$ cat config.mk
export PLATFORM = sky130hd
export DESIGN_NAME = mc_mainfsm_flat
export DESIGN_NICKNAME = d
export VERILOG_FILES = /design/src/rtl/mc_mainfsm_pkg.sv /design/src/rtl/mc_mainfsm_if.sv /design/src/rtl/mc_mainfsm_flopr.sv /design/src/rtl/mc_mainfsm_instret_ctr.sv /design/src/rtl/mc_mainfsm.sv /design/src/flat_wrapper.sv
export SDC_FILE = /design/constraint.sdc
export NUM_CORES = 1
export LEC_CHECK = 0
export BUFFER_PORTS_ARGS = -buffer_cell sky130_fd_sc_hd__buf_2
export CORE_MARGIN = 3
export CORE_UTILIZATION = 56
export DETAILED_ROUTE_END_ITERATION = 10
export PLACE_DENSITY = 0.85
export SLEW_MARGIN = 40
export SYNTH_ARGS = -nofsm -noshare
export SYNTH_HDL_FRONTEND = slang
export SYNTH_SLANG_ARGS = --single-unit
$ cat constraint.sdc
create_clock -name clk -period 4.65 [get_ports clk]
set_input_delay 0 -clock clk [delete_from_list [all_inputs] [get_ports clk]]
set_output_delay 0 -clock clk [all_outputs]
set_load 0.01 [all_outputs]
$ cat src/rtl/mc_mainfsm_pkg.sv
// Shared control types and constants for the multicycle ARM controller.
// Holds the state encoding, datapath mux selects, opcode classes and the retire rule.
package arm_ctrl_pkg;

  typedef enum logic [3:0] {
    S_FETCH    = 4'd0,
    S_DECODE   = 4'd1,
    S_MEMADR   = 4'd2,
    S_MEMRD    = 4'd3,
    S_MEMWB    = 4'd4,
    S_MEMWR    = 4'd5,
    S_EXECUTER = 4'd6,
    S_EXECUTEI = 4'd7,
    S_ALUWB    = 4'd8,
    S_BRANCH   = 4'd9,
    S_UNKNOWN  = 4'd10
  } state_t;

  localparam logic [1:0] ALUSRCA_REG   = 2'd0;
  localparam logic [1:0] ALUSRCA_PC    = 2'd1;
  localparam logic [1:0] ALUSRCB_REG   = 2'd0;
  localparam logic [1:0] ALUSRCB_IMM   = 2'd1;
  localparam logic [1:0] ALUSRCB_FOUR  = 2'd2;
  localparam logic [1:0] RESULT_ALUOUT = 2'd0;
  localparam logic [1:0] RESULT_RDATA  = 2'd1;
  localparam logic [1:0] RESULT_ALU    = 2'd2;

  localparam logic [1:0] OP_DP  = 2'b00;
  localparam logic [1:0] OP_MEM = 2'b01;
  localparam logic [1:0] OP_BR  = 2'b10;

  // An instruction retires on the cycle it leaves its final state.
  function automatic logic retires(input state_t s, input logic mem_ready);
    case (s)
      S_MEMWB, S_ALUWB, S_BRANCH: retires = 1'b1;
      S_MEMWR:                    retires = mem_ready;
      default:                    retires = 1'b0;
    endcase
  endfunction

endpackage

$ cat src/rtl/mc_mainfsm_if.sv
// Controller <-> datapath/memory bundle: instruction fields, memory handshake and control outputs.
interface mc_mainfsm_if #(parameter int INSTRET_W = 32) ();
  logic [1:0]           Op;
  logic [5:0]           Funct;
  logic                 MemReady;
  logic                 IRWrite;
  logic                 NextPC;
  logic                 AdrSrc;
  logic [1:0]           ALUSrcA;
  logic [1:0]           ALUSrcB;
  logic [1:0]           ResultSrc;
  logic                 ALUOp;
  logic                 RegW;
  logic                 MemW;
  logic                 Branch;
  logic                 Illegal;
  logic [INSTRET_W-1:0] Instret;
  logic [3:0]           State;

  modport master (
    input  Op, Funct, MemReady,
    output IRWrite, NextPC, AdrSrc, ALUSrcA, ALUSrcB, ResultSrc,
           ALUOp, RegW, MemW, Branch, Illegal, Instret, State
  );

  modport slave (
    output Op, Funct, MemReady,
    input  IRWrite, NextPC, AdrSrc, ALUSrcA, ALUSrcB, ResultSrc,
           ALUOp, RegW, MemW, Branch, Illegal, Instret, State
  );
endinterface

$ cat src/rtl/mc_mainfsm_flopr.sv
// Resettable register with synchronous active-low reset to a configurable value.
module mc_mainfsm_flopr #(
  parameter int               WIDTH     = 4,
  parameter logic [WIDTH-1:0] RESET_VAL = '0
) (
  input  logic             clk,
  input  logic             rst_n,
  input  logic [WIDTH-1:0] d_i,
  output logic [WIDTH-1:0] q_o
);
  logic [WIDTH-1:0] q_q;

  always_ff @(posedge clk) begin
    if (!rst_n) q_q <= RESET_VAL;
    else        q_q <= d_i;
  end

  assign q_o = q_q;
endmodule

$ cat src/rtl/mc_mainfsm_instret_ctr.sv
// Retired-instruction counter; wraps naturally at 2^W.
module instret_ctr #(
  parameter int W = 32
) (
  input  logic         clk,
  input  logic         rst_n,
  input  logic         inc_i,
  output logic [W-1:0] count_o
);
  logic [W-1:0] count_q;

  always_ff @(posedge clk) begin
    if (!rst_n)     count_q <= '0;
    else if (inc_i) count_q <= count_q + W'(1);
    else            count_q <= count_q;
  end

  assign count_o = count_q;
endmodule

$ cat src/rtl/mc_mainfsm.sv
// Multicycle ARM main control FSM: Moore decode of the state register, with the
// fetch-stage IR/PC writes gated by the memory-ready handshake.
module mc_mainfsm
  import arm_ctrl_pkg::*;
#(
  parameter int INSTRET_W = 32
) (
  input  logic         clk,
  input  logic         reset,
  mc_mainfsm_if.master bus
);
  logic [3:0]           state_raw;
  state_t               state_q;
  state_t               state_d;
  logic [INSTRET_W-1:0] instret_s;

  logic       irwrite_s, nextpc_s, adrsrc_s, aluop_s;
  logic       regw_s, memw_s, branch_s, illegal_s;
  logic [1:0] srca_s, srcb_s, result_s;

  mc_mainfsm_flopr #(.WIDTH(4), .RESET_VAL(4'd0)) u_state (
    .clk   (clk),
    .rst_n (reset),
    .d_i   (state_d),
    .q_o   (state_raw)
  );

  assign state_q = state_t'(state_raw);

  instret_ctr #(.W(INSTRET_W)) u_instret (
    .clk     (clk),
    .rst_n   (reset),
    .inc_i   (retires(state_q, bus.MemReady)),
    .count_o (instret_s)
  );

  // Next-state and per-state control decode.
  always_comb begin
    state_d   = S_FETCH;
    irwrite_s = 1'b0;
    nextpc_s  = 1'b0;
    adrsrc_s  = 1'b0;
    srca_s    = ALUSRCA_REG;
    srcb_s    = ALUSRCB_REG;
    result_s  = RESULT_ALUOUT;
    aluop_s   = 1'b0;
    regw_s    = 1'b0;
    memw_s    = 1'b0;
    branch_s  = 1'b0;
    illegal_s = 1'b0;
    case (state_q)
      S_FETCH: begin
        srca_s    = ALUSRCA_PC;
        srcb_s    = ALUSRCB_FOUR;
        result_s  = RESULT_ALU;
        irwrite_s = bus.MemReady;
        nextpc_s  = bus.MemReady;
        state_d   = bus.MemReady ? S_DECODE : S_FETCH;
      end
      S_DECODE: begin
        srca_s   = ALUSRCA_PC;
        srcb_s   = ALUSRCB_FOUR;
        result_s = RESULT_ALU;
        case (bus.Op)
          OP_MEM:  state_d = S_MEMADR;
          OP_DP:   state_d = bus.Funct[5] ? S_EXECUTEI : S_EXECUTER;
          OP_BR:   state_d = S_BRANCH;
          default: state_d = S_UNKNOWN;
        endcase
      end
      S_MEMADR: begin
        srcb_s  = ALUSRCB_IMM;
        state_d = bus.Funct[0] ? S_MEMRD : S_MEMWR;
      end
      S_MEMRD: begin
        adrsrc_s = 1'b1;
        state_d  = bus.MemReady ? S_MEMWB : S_MEMRD;
      end
      S_MEMWB: begin
        result_s = RESULT_RDATA;
        regw_s   = 1'b1;
      end
      S_MEMWR: begin
        adrsrc_s = 1'b1;
        memw_s   = 1'b1;
        state_d  = bus.MemReady ? S_FETCH : S_MEMWR;
      end
      S_EXECUTER: begin
        aluop_s = 1'b1;
        state_d = S_ALUWB;
      end
      S_EXECUTEI: begin
        srcb_s  = ALUSRCB_IMM;
        aluop_s = 1'b1;
        state_d = S_ALUWB;
      end
      S_ALUWB: regw_s = 1'b1;
      S_BRANCH: begin
        srcb_s   = ALUSRCB_IMM;
        result_s = RESULT_ALU;
        branch_s = 1'b1;
      end
      S_UNKNOWN: illegal_s = 1'b1;
      default:   state_d = S_FETCH;
    endcase
  end

  // While reset is held the outputs present an idle FETCH with no writes.
  assign bus.IRWrite   = reset & irwrite_s;
  assign bus.NextPC    = reset & nextpc_s;
  assign bus.AdrSrc    = reset & adrsrc_s;
  assign bus.ALUSrcA   = reset ? srca_s   : ALUSRCA_PC;
  assign bus.ALUSrcB   = reset ? srcb_s   : ALUSRCB_FOUR;
  assign bus.ResultSrc = reset ? result_s : RESULT_ALU;
  assign bus.ALUOp     = reset & aluop_s;
  assign bus.RegW      = reset & regw_s;
  assign bus.MemW      = reset & memw_s;
  assign bus.Branch    = reset & branch_s;
  assign bus.Illegal   = reset & illegal_s;
  assign bus.Instret   = reset ? instret_s : '0;
  assign bus.State     = reset ? state_raw : 4'd0;

endmodule

$ cat src/flat_wrapper.sv
// flat-port wrapper written by rule: the top's interface ports become plain ports
module mc_mainfsm_flat import arm_ctrl_pkg::*;
#(
  parameter int INSTRET_W = 32
)
  (clk, reset, bus_Op, bus_Funct, bus_MemReady, bus_IRWrite, bus_NextPC, bus_AdrSrc, bus_ALUSrcA, bus_ALUSrcB, bus_ResultSrc, bus_ALUOp, bus_RegW, bus_MemW, bus_Branch, bus_Illegal, bus_Instret, bus_State);
  mc_mainfsm_if #(.INSTRET_W(INSTRET_W)) bus_i ();
  input  logic clk;
  input  logic reset;
  input wire logic [$bits(bus_i.Op)-1:0] bus_Op;
  input wire logic [$bits(bus_i.Funct)-1:0] bus_Funct;
  input wire logic [$bits(bus_i.MemReady)-1:0] bus_MemReady;
  output wire logic [$bits(bus_i.IRWrite)-1:0] bus_IRWrite;
  output wire logic [$bits(bus_i.NextPC)-1:0] bus_NextPC;
  output wire logic [$bits(bus_i.AdrSrc)-1:0] bus_AdrSrc;
  output wire logic [$bits(bus_i.ALUSrcA)-1:0] bus_ALUSrcA;
  output wire logic [$bits(bus_i.ALUSrcB)-1:0] bus_ALUSrcB;
  output wire logic [$bits(bus_i.ResultSrc)-1:0] bus_ResultSrc;
  output wire logic [$bits(bus_i.ALUOp)-1:0] bus_ALUOp;
  output wire logic [$bits(bus_i.RegW)-1:0] bus_RegW;
  output wire logic [$bits(bus_i.MemW)-1:0] bus_MemW;
  output wire logic [$bits(bus_i.Branch)-1:0] bus_Branch;
  output wire logic [$bits(bus_i.Illegal)-1:0] bus_Illegal;
  output wire logic [$bits(bus_i.Instret)-1:0] bus_Instret;
  output wire logic [$bits(bus_i.State)-1:0] bus_State;
  assign bus_i.Op = bus_Op;
  assign bus_i.Funct = bus_Funct;
  assign bus_i.MemReady = bus_MemReady;
  assign bus_IRWrite = bus_i.IRWrite;
  assign bus_NextPC = bus_i.NextPC;
  assign bus_AdrSrc = bus_i.AdrSrc;
  assign bus_ALUSrcA = bus_i.ALUSrcA;
  assign bus_ALUSrcB = bus_i.ALUSrcB;
  assign bus_ResultSrc = bus_i.ResultSrc;
  assign bus_ALUOp = bus_i.ALUOp;
  assign bus_RegW = bus_i.RegW;
  assign bus_MemW = bus_i.MemW;
  assign bus_Branch = bus_i.Branch;
  assign bus_Illegal = bus_i.Illegal;
  assign bus_Instret = bus_i.Instret;
  assign bus_State = bus_i.State;
  mc_mainfsm #(.INSTRET_W(INSTRET_W)) u_core (.clk(clk), .reset(reset), .bus(bus_i));
endmodule
---- Word level (Yosys, flattened, before mapping) ----
Index checks and enable logic that the tools add are counted.
storage, ports and cells
  bits in latches ......................... 0
  bits in writable memories ............... 0
  memories ................................ 0
  word-level logic and storage cells ...... 54
  flip-flop bits (word level) ............. 36
  ROM bits ................................ 0
operators by class
  div/mod/pow operators ................... 0
  bitwise logic cells ..................... 7
  magnitude comparators ................... 0
  $add $sub $neg .......................... 1
  shift-type cells ........................ 0
  multiplexer cells ....................... 23
  reduce and logical (&&, ||, !) cells .... 9
  equal/unequal tests ..................... 12
  multipliers ............................. 0
operator list
  kind                                                             count
  32-bit by 1-bit adder with 32-bit output, second input constant  1
  32-bit 2-to-1 mux                                                1
  4-bit one-hot mux with 6 select lines                            1
  4-bit by 3-bit == test with 1-bit output, second input constant  4
  4-bit == test, second input constant                             3
  4-bit one-hot mux with 3 select lines                            1
  1-bit 2-to-1 mux                                                 11
  3-bit 2-to-1 mux                                                 3
  3-bit OR reduction                                               3
  4-bit by 2-bit == test with 1-bit output, second input constant  2
  2-bit one-hot mux with 2 select lines                            2
  2-bit OR reduction                                               4
  1-bit AND                                                        7
  4-bit by 1-bit == test with 1-bit output, second input constant  1
  4-bit logical NOT                                                1
  2-bit 2-to-1 mux                                                 2
  4-bit 2-to-1 mux                                                 1
  2-bit by 1-bit == test with 1-bit output, second input constant  1
  2-bit == test, second input constant                             1
  2-bit logical NOT                                                1
  1-bit one-hot mux with 2 select lines                            1

---- Logic depth before layout (Yosys ltp) ----
  depth after elaboration ................. 4
  depth in mapped cells ................... 7
  depth with buffers taken out ............ 6

---- Hierarchy ----
From an unflattened synthesis, not the netlist that was laid out.
second synthesis, totals
  cell total of the unflattened synthesis .. 284
  area total of the unflattened synthesis .. 2254.7 um2
modules (own cells, without submodules)
  module            cells an instance  instances  area each (um2)  sequential area each (um2)
  instret_ctr       176                1          1562.7           640.6
  mc_mainfsm        100                1          586.8            0.0
  mc_mainfsm_flopr  8                  1          105.1            80.1

---- Worst setup path before layout ----
No wires, ideal clock.
  kind .................................... register to register
  start ................................... register u_core.u_instret.count_q[11] (netlist: u_core.u_instret.count_o[11])
  end ..................................... register u_core.u_instret.count_q[25] (netlist: u_core.u_instret.count_o[25])
  setup slack ............................. 2.751 ns
  clock period less this slack ............ 1.899 ns
  data arrival time ....................... 1.778 ns
  cell stages (with the launch flop) ...... 7
  setup time .............................. 0.121 ns
  cell sequence ........................... dfxtp_1 > and4_1 > and3_1 > nand4_2 > buf_2 > nor4_1 > mux2_2
on the way
  longest elaborated chain between the ends .. 1
RTL lines
  item                                      RTL line                      source
  from (decl)                               mc_mainfsm_instret_ctr.sv:10  logic [W-1:0] count_q;
  from (signal assigned)                    mc_mainfsm_instret_ctr.sv:14  else if (inc_i) count_q <= count_q + W'(1);
  from (signal assigned)                    mc_mainfsm_instret_ctr.sv:15  else count_q <= count_q;
  32-bit by 1-bit adder with 32-bit output  mc_mainfsm_instret_ctr.sv:14
Every way passes these cells.
A chain may end at the register's enable or synchronous reset.

---- Worst setup path in the final report ----
  start ................................... register u_core.u_state.q_q[2] (netlist: u_core.u_state.q_o[2])
  end ..................................... register u_core.u_instret.count_q[25] (netlist: u_core.u_instret.count_o[25])
on the way
  longest elaborated chain between the ends .. 3
  elaborated cells on any way between the ends .. 6
  those cells by class .................... eq/ne: 4; mux: 1; reduce/logical: 1
RTL lines
  item                                                                       RTL line                source
  from (decl)                                                                mc_mainfsm_flopr.sv:11  logic [WIDTH-1:0] q_q;
  from (signal assigned)                                                     mc_mainfsm_flopr.sv:15  else q_q <= d_i;
  4-bit == test or 4-bit by 3-bit == test with 1-bit output (tied branches)  mc_mainfsm_pkg.sv:34    case (s)
  3-bit OR reduction                                                         mc_mainfsm_pkg.sv:34
  1-bit one-hot mux with 2 select lines (*)                                  mc_mainfsm_pkg.sv:34
Every way passes the cells marked *; elsewhere a longest branch is shown, timed or not.

==> impl_summary.log <==
[metrics] outcome: complete, no violations
[metrics] Synth warnings: 0
[metrics] Required @ worst endpoint: 4.83 ns
[metrics] number of buffers inserted by port buffering: 55
[metrics] Antenna Nets Post-Route: 0
[metrics] Wirelength per Cell: 13.7 um
[metrics] synthesized instance count: 287
[metrics] Die X: 69.0 um
[metrics] setup skew after layout: 0.00333 ns
[metrics] clock tree from TritonCTS: built
[metrics] growth of design area from synthesis to finish: 16.0%
[metrics] Max Root-Sink Buffers: 2
[metrics] worst setup path category: register to register
[metrics] Worst Setup Start Kind: register
[metrics] number of DRC violations after detailed routing: 0
[metrics] basic-gate share of the synthesized area counting and, or, nand and nor cells: 41.4%
[metrics] layout cell share with drive strength beyond 1: 23.8%
[metrics] Fin Hold WS: 0.0341 ns
[metrics] Post-Synth Adder-Cell Area: 0.563%
[metrics] number of global-route vias before repair: 1754
[metrics] leading register cell type out of synthesis: sky130_fd_sc_hd__dfxtp_1
[metrics] sequential cell area: 721 um^2
[metrics] Detailed Route Iter0 Violations: 116
[metrics] antenna violations before repair: 0
[metrics] number of iterations in the first detailed-routing pass: 4
[metrics] areal power density over the cells: 245 nW/um^2
[metrics] post-route worst setup slack: 2.25 ns
[metrics] share of Yosys cell area claimed by the top area cell type: 32.4%
[metrics] final weighted congestion in routability-driven placement: 0.801
[metrics] peak clock frequency supported by timing: 0.417 GHz
[metrics] minimum setup slack among reg-to-reg paths: 2.25 ns
[metrics] Synth area leaders: sky130_fd_sc_hd__dfxtp_1 (32%), sky130_fd_sc_hd__and2_1 (9.6%), sky130_fd_sc_hd__nor2_1 (7.4%), sky130_fd_sc_hd__mux2_2 (4.6%), sky130_fd_sc_hd__xnor2_1 (4.3%)
[metrics] n_diodes: 0
[metrics] final max-slew violation count: 0
[metrics] worst-path maximum fanout: 16
[metrics] Initial Util: 59.4%
[metrics] number of filler cells placed in the layout: 332
[metrics] leakage power total: 1.08 nW
[metrics] post-synthesis net count: 299
[metrics] CTS Buf Count: 5
[metrics] cell area after synthesis: 2220 um^2
[metrics] family of cells with the greatest summed delay on the critical path: simple AND/OR/NAND/NOR gates
[metrics] number of top-level pins: 61
[metrics] slowest stage cell, crit path: sky130_fd_sc_hd__dfxtp_1
[metrics] part of the Yosys area used for sequential elements: 32.4%
[metrics] endpoint of the most critical register-to-register path: u_core.u_instret.count_o[25]$_SDFFE_PN0P_
[metrics] transition at the pin with the smallest max-transition slack: 0.776 ns
[metrics] setup repair after global routing missed its margin: no
[metrics] Die Footprint: 4760 um^2
[metrics] Max transition margin: 48.2%
[metrics] count of maximum capacitance violations: 0
[metrics] fraction of synthesized area in multiplexers: 5.01%
[metrics] placement-stage worst setup slack: 2.29 ns
[metrics] final-report hold violation count: 0
[metrics] count of different cell masters after synthesis: 51
[metrics] CTS Root Cell: sky130_fd_sc_hd__clkbuf_8
[metrics] Max VDD drop: 0.000188 V
[metrics] post-synthesis average cell area: 7.74 um^2
[metrics] vias per inst: 5.78
[metrics] Std-Cell Core Area: 3740 um^2
[metrics] sum of net half-perimeters after detailed placement: 3640 um
[metrics] Layout Cells excl Fill: 380
[metrics] slowest stage delay, CP: 0.67 ns
[metrics] CTS Hold Bufs: 0
[metrics] startpoint of the most critical hold path: bus_Op[0]
[metrics] Hold Path Sink: u_core.u_state.q_o[2]$_SDFF_PN0_
[metrics] total length of routed wires: 5220 um
[metrics] setup_tns: 0 ns
[metrics] setup fix buffers added after clock tree synthesis: 0
[metrics] maximum number of pins on one net before global-route repair: 40
[metrics] endpoint class of the critical path: register
[metrics] count of final setup violators: 0
[metrics] clock slew seen by the registers of the worst setup and hold paths: 0.07 ns
[metrics] GRT Total Usage: 23.0%
[metrics] area of the multi-input gates: 1400 um^2
[metrics] Final period util: 51.6%
[metrics] kind of path behind the tightest hold check: input pin to register
[metrics] crit-path cells: nand2b_4, o21ai_2, nand4_2, nor4_1, mux2_2
[metrics] Row Count: 22
[metrics] worst reg2reg path depth: 5
[metrics] Synth area leader: sky130_fd_sc_hd__dfxtp_1
[metrics] RR Startpoint: u_core.u_state.q_o[2]$_SDFF_PN0_
[metrics] time the final worst path needs with I/O delays and setup: 2.40 ns
[metrics] number of synthesized flops with an enable pin: 0
[metrics] total via count in the routed design: 2198
[metrics] H-tree levels: 2
[metrics] cells resized by post-CTS repair: 0
[metrics] dpl cells: 373
[metrics] area share of xor/xnor cells in the synthesized design: 5.52%
[metrics] first-pass GRT wire length: 8240 um
[metrics] Sinks on Clock Net: 36
[metrics] main combinational cell family by area after synthesis: simple AND/OR/NAND/NOR gates
[metrics] share of synthesized flip-flops with an asynchronous set or reset: 0%
[metrics] number of nets at the end of the flow: 344
[metrics] compound-gate portion of the synthesized area: 10.4%
[metrics] Clk Latency, worst-skew pair: 0.29 ns
[metrics] die outline height: 69.0 um
[metrics] critical path data arrival time: 2.58 ns
[metrics] buffers and inverters on the worst path: 0
[metrics] worst hold stages: 3
[metrics] overflow left after global routing: 0
[metrics] Synth Register Bits: 36
worst max path at each step:
stage / start / end / slack (ns) / depth (start not counted)
6_report: u_core.u_state.q_o[2]$_SDFF_PN0_ / u_core.u_instret.count_o[25]$_SDFFE_PN0P_ / 2.25 / 5
5_1_grt: u_core.u_state.q_o[2]$_SDFF_PN0_ / u_core.u_instret.count_o[23]$_SDFFE_PN0P_ / 2.05 / 5
4_1_cts: u_core.u_state.q_o[2]$_SDFF_PN0_ / u_core.u_instret.count_o[23]$_SDFFE_PN0P_ / 2.28 / 5
3_5_place_dp: u_core.u_state.q_o[2]$_SDFF_PN0_ / u_core.u_instret.count_o[31]$_SDFFE_PN0P_ / 2.29 / 5
3_3_place_gp: u_core.u_state.q_o[2]$_SDFF_PN0_ / u_core.u_instret.count_o[31]$_SDFFE_PN0P_ / 2.35 / 5
2_1_floorplan: u_core.u_instret.count_o[11]$_SDFFE_PN0P_ / u_core.u_instret.count_o[25]$_SDFFE_PN0P_ / 2.75 / 6
where the power goes:
part           leakage (nW)  internal, W  switching [W]  total [W]
Clock                0.0503     0.000132       0.000107   0.000239
Sequential            0.290     0.000312      0.0000136   0.000326
Combinational         0.735    0.0000253      0.0000426  0.0000679
state kept, by name, indices dropped and copies added, names as in the netlist:
register / count
u_core.u_instret.count_o: 32
u_core.u_state.q_o: 4
cell usage after synthesis, drive strengths merged (3+ instances only):
library cell / n
nor2: 44
dfxtp: 36
and2: 34
nand3: 17
nand2: 13
nor4: 12
a21oi: 11
clkbuf: 11
nand4: 11
xnor2: 11
mux2: 9
o21ai: 8
buf: 6
nor3: 5
and3: 4
and4: 4
inv: 4
nor2b: 4
nand2b: 3
o31ai: 3
or2: 3
or3: 3
or4: 3
xor2: 3
layer usage:
layer | share of wire (%) | global-route usage, %
met5 | 0 | 0
met4 | 1.1 | 6.57
met3 | 8.0 | 6.00
met2 | 45 | 36.8
met1 | 46 | 30.5
placed cells by master, fill, tap and decap left out, drive strengths merged, types with 4 or more instances in the layout:
cell    instances
buf            55
and3            4
nand4          11
nor2b           4
mux2            9
nor2           44
and2           34
inv             4
o21ai           8
xnor2          11
dfxtp          36
clkbuf          7
nor3            5
nor4           12
nand3          17
nand2          13
a21oi          11
and4            4
cell families (layout without fill, tap and decap cells):
kind of cell,Yosys count,after routing
flip-flops,36,36
other,1,1
XOR/XNOR,14,14
buffers and inverters,23,68
AO/OA/AOI/OAI,35,35
AND/OR/NAND/NOR,167,167
adder cells (fa/ha/maj),1,1
multiplexers,10,10
cell type report:
class                   count  area share, %
flip-flops and latches     36           28.0
inverters                   6          0.922
well taps                  48           2.33
clock buffers               7           3.74
multi-input cells         228           54.4
repair buffers             55           10.7
per-stage QoR:
step                instance area (um^2)  utilization [%]  total power, W
finish                              2580             68.9        0.000632
global route                        2580             68.9        0.000659
CTS                                 2580             68.9        0.000636
detailed placement                  2480             66.3        0.000400
global placement                    2480             66.2        0.000399
floorplan                           2220                -        0.000383
worst min-delay path, stage by stage:
cell	delay, ns
sky130_fd_sc_hd__buf_2	0.09
sky130_fd_sc_hd__o32a_1	0.15
sky130_fd_sc_hd__a211oi_1	0.04
Note: power is estimated with default switching activity, not from simulation.
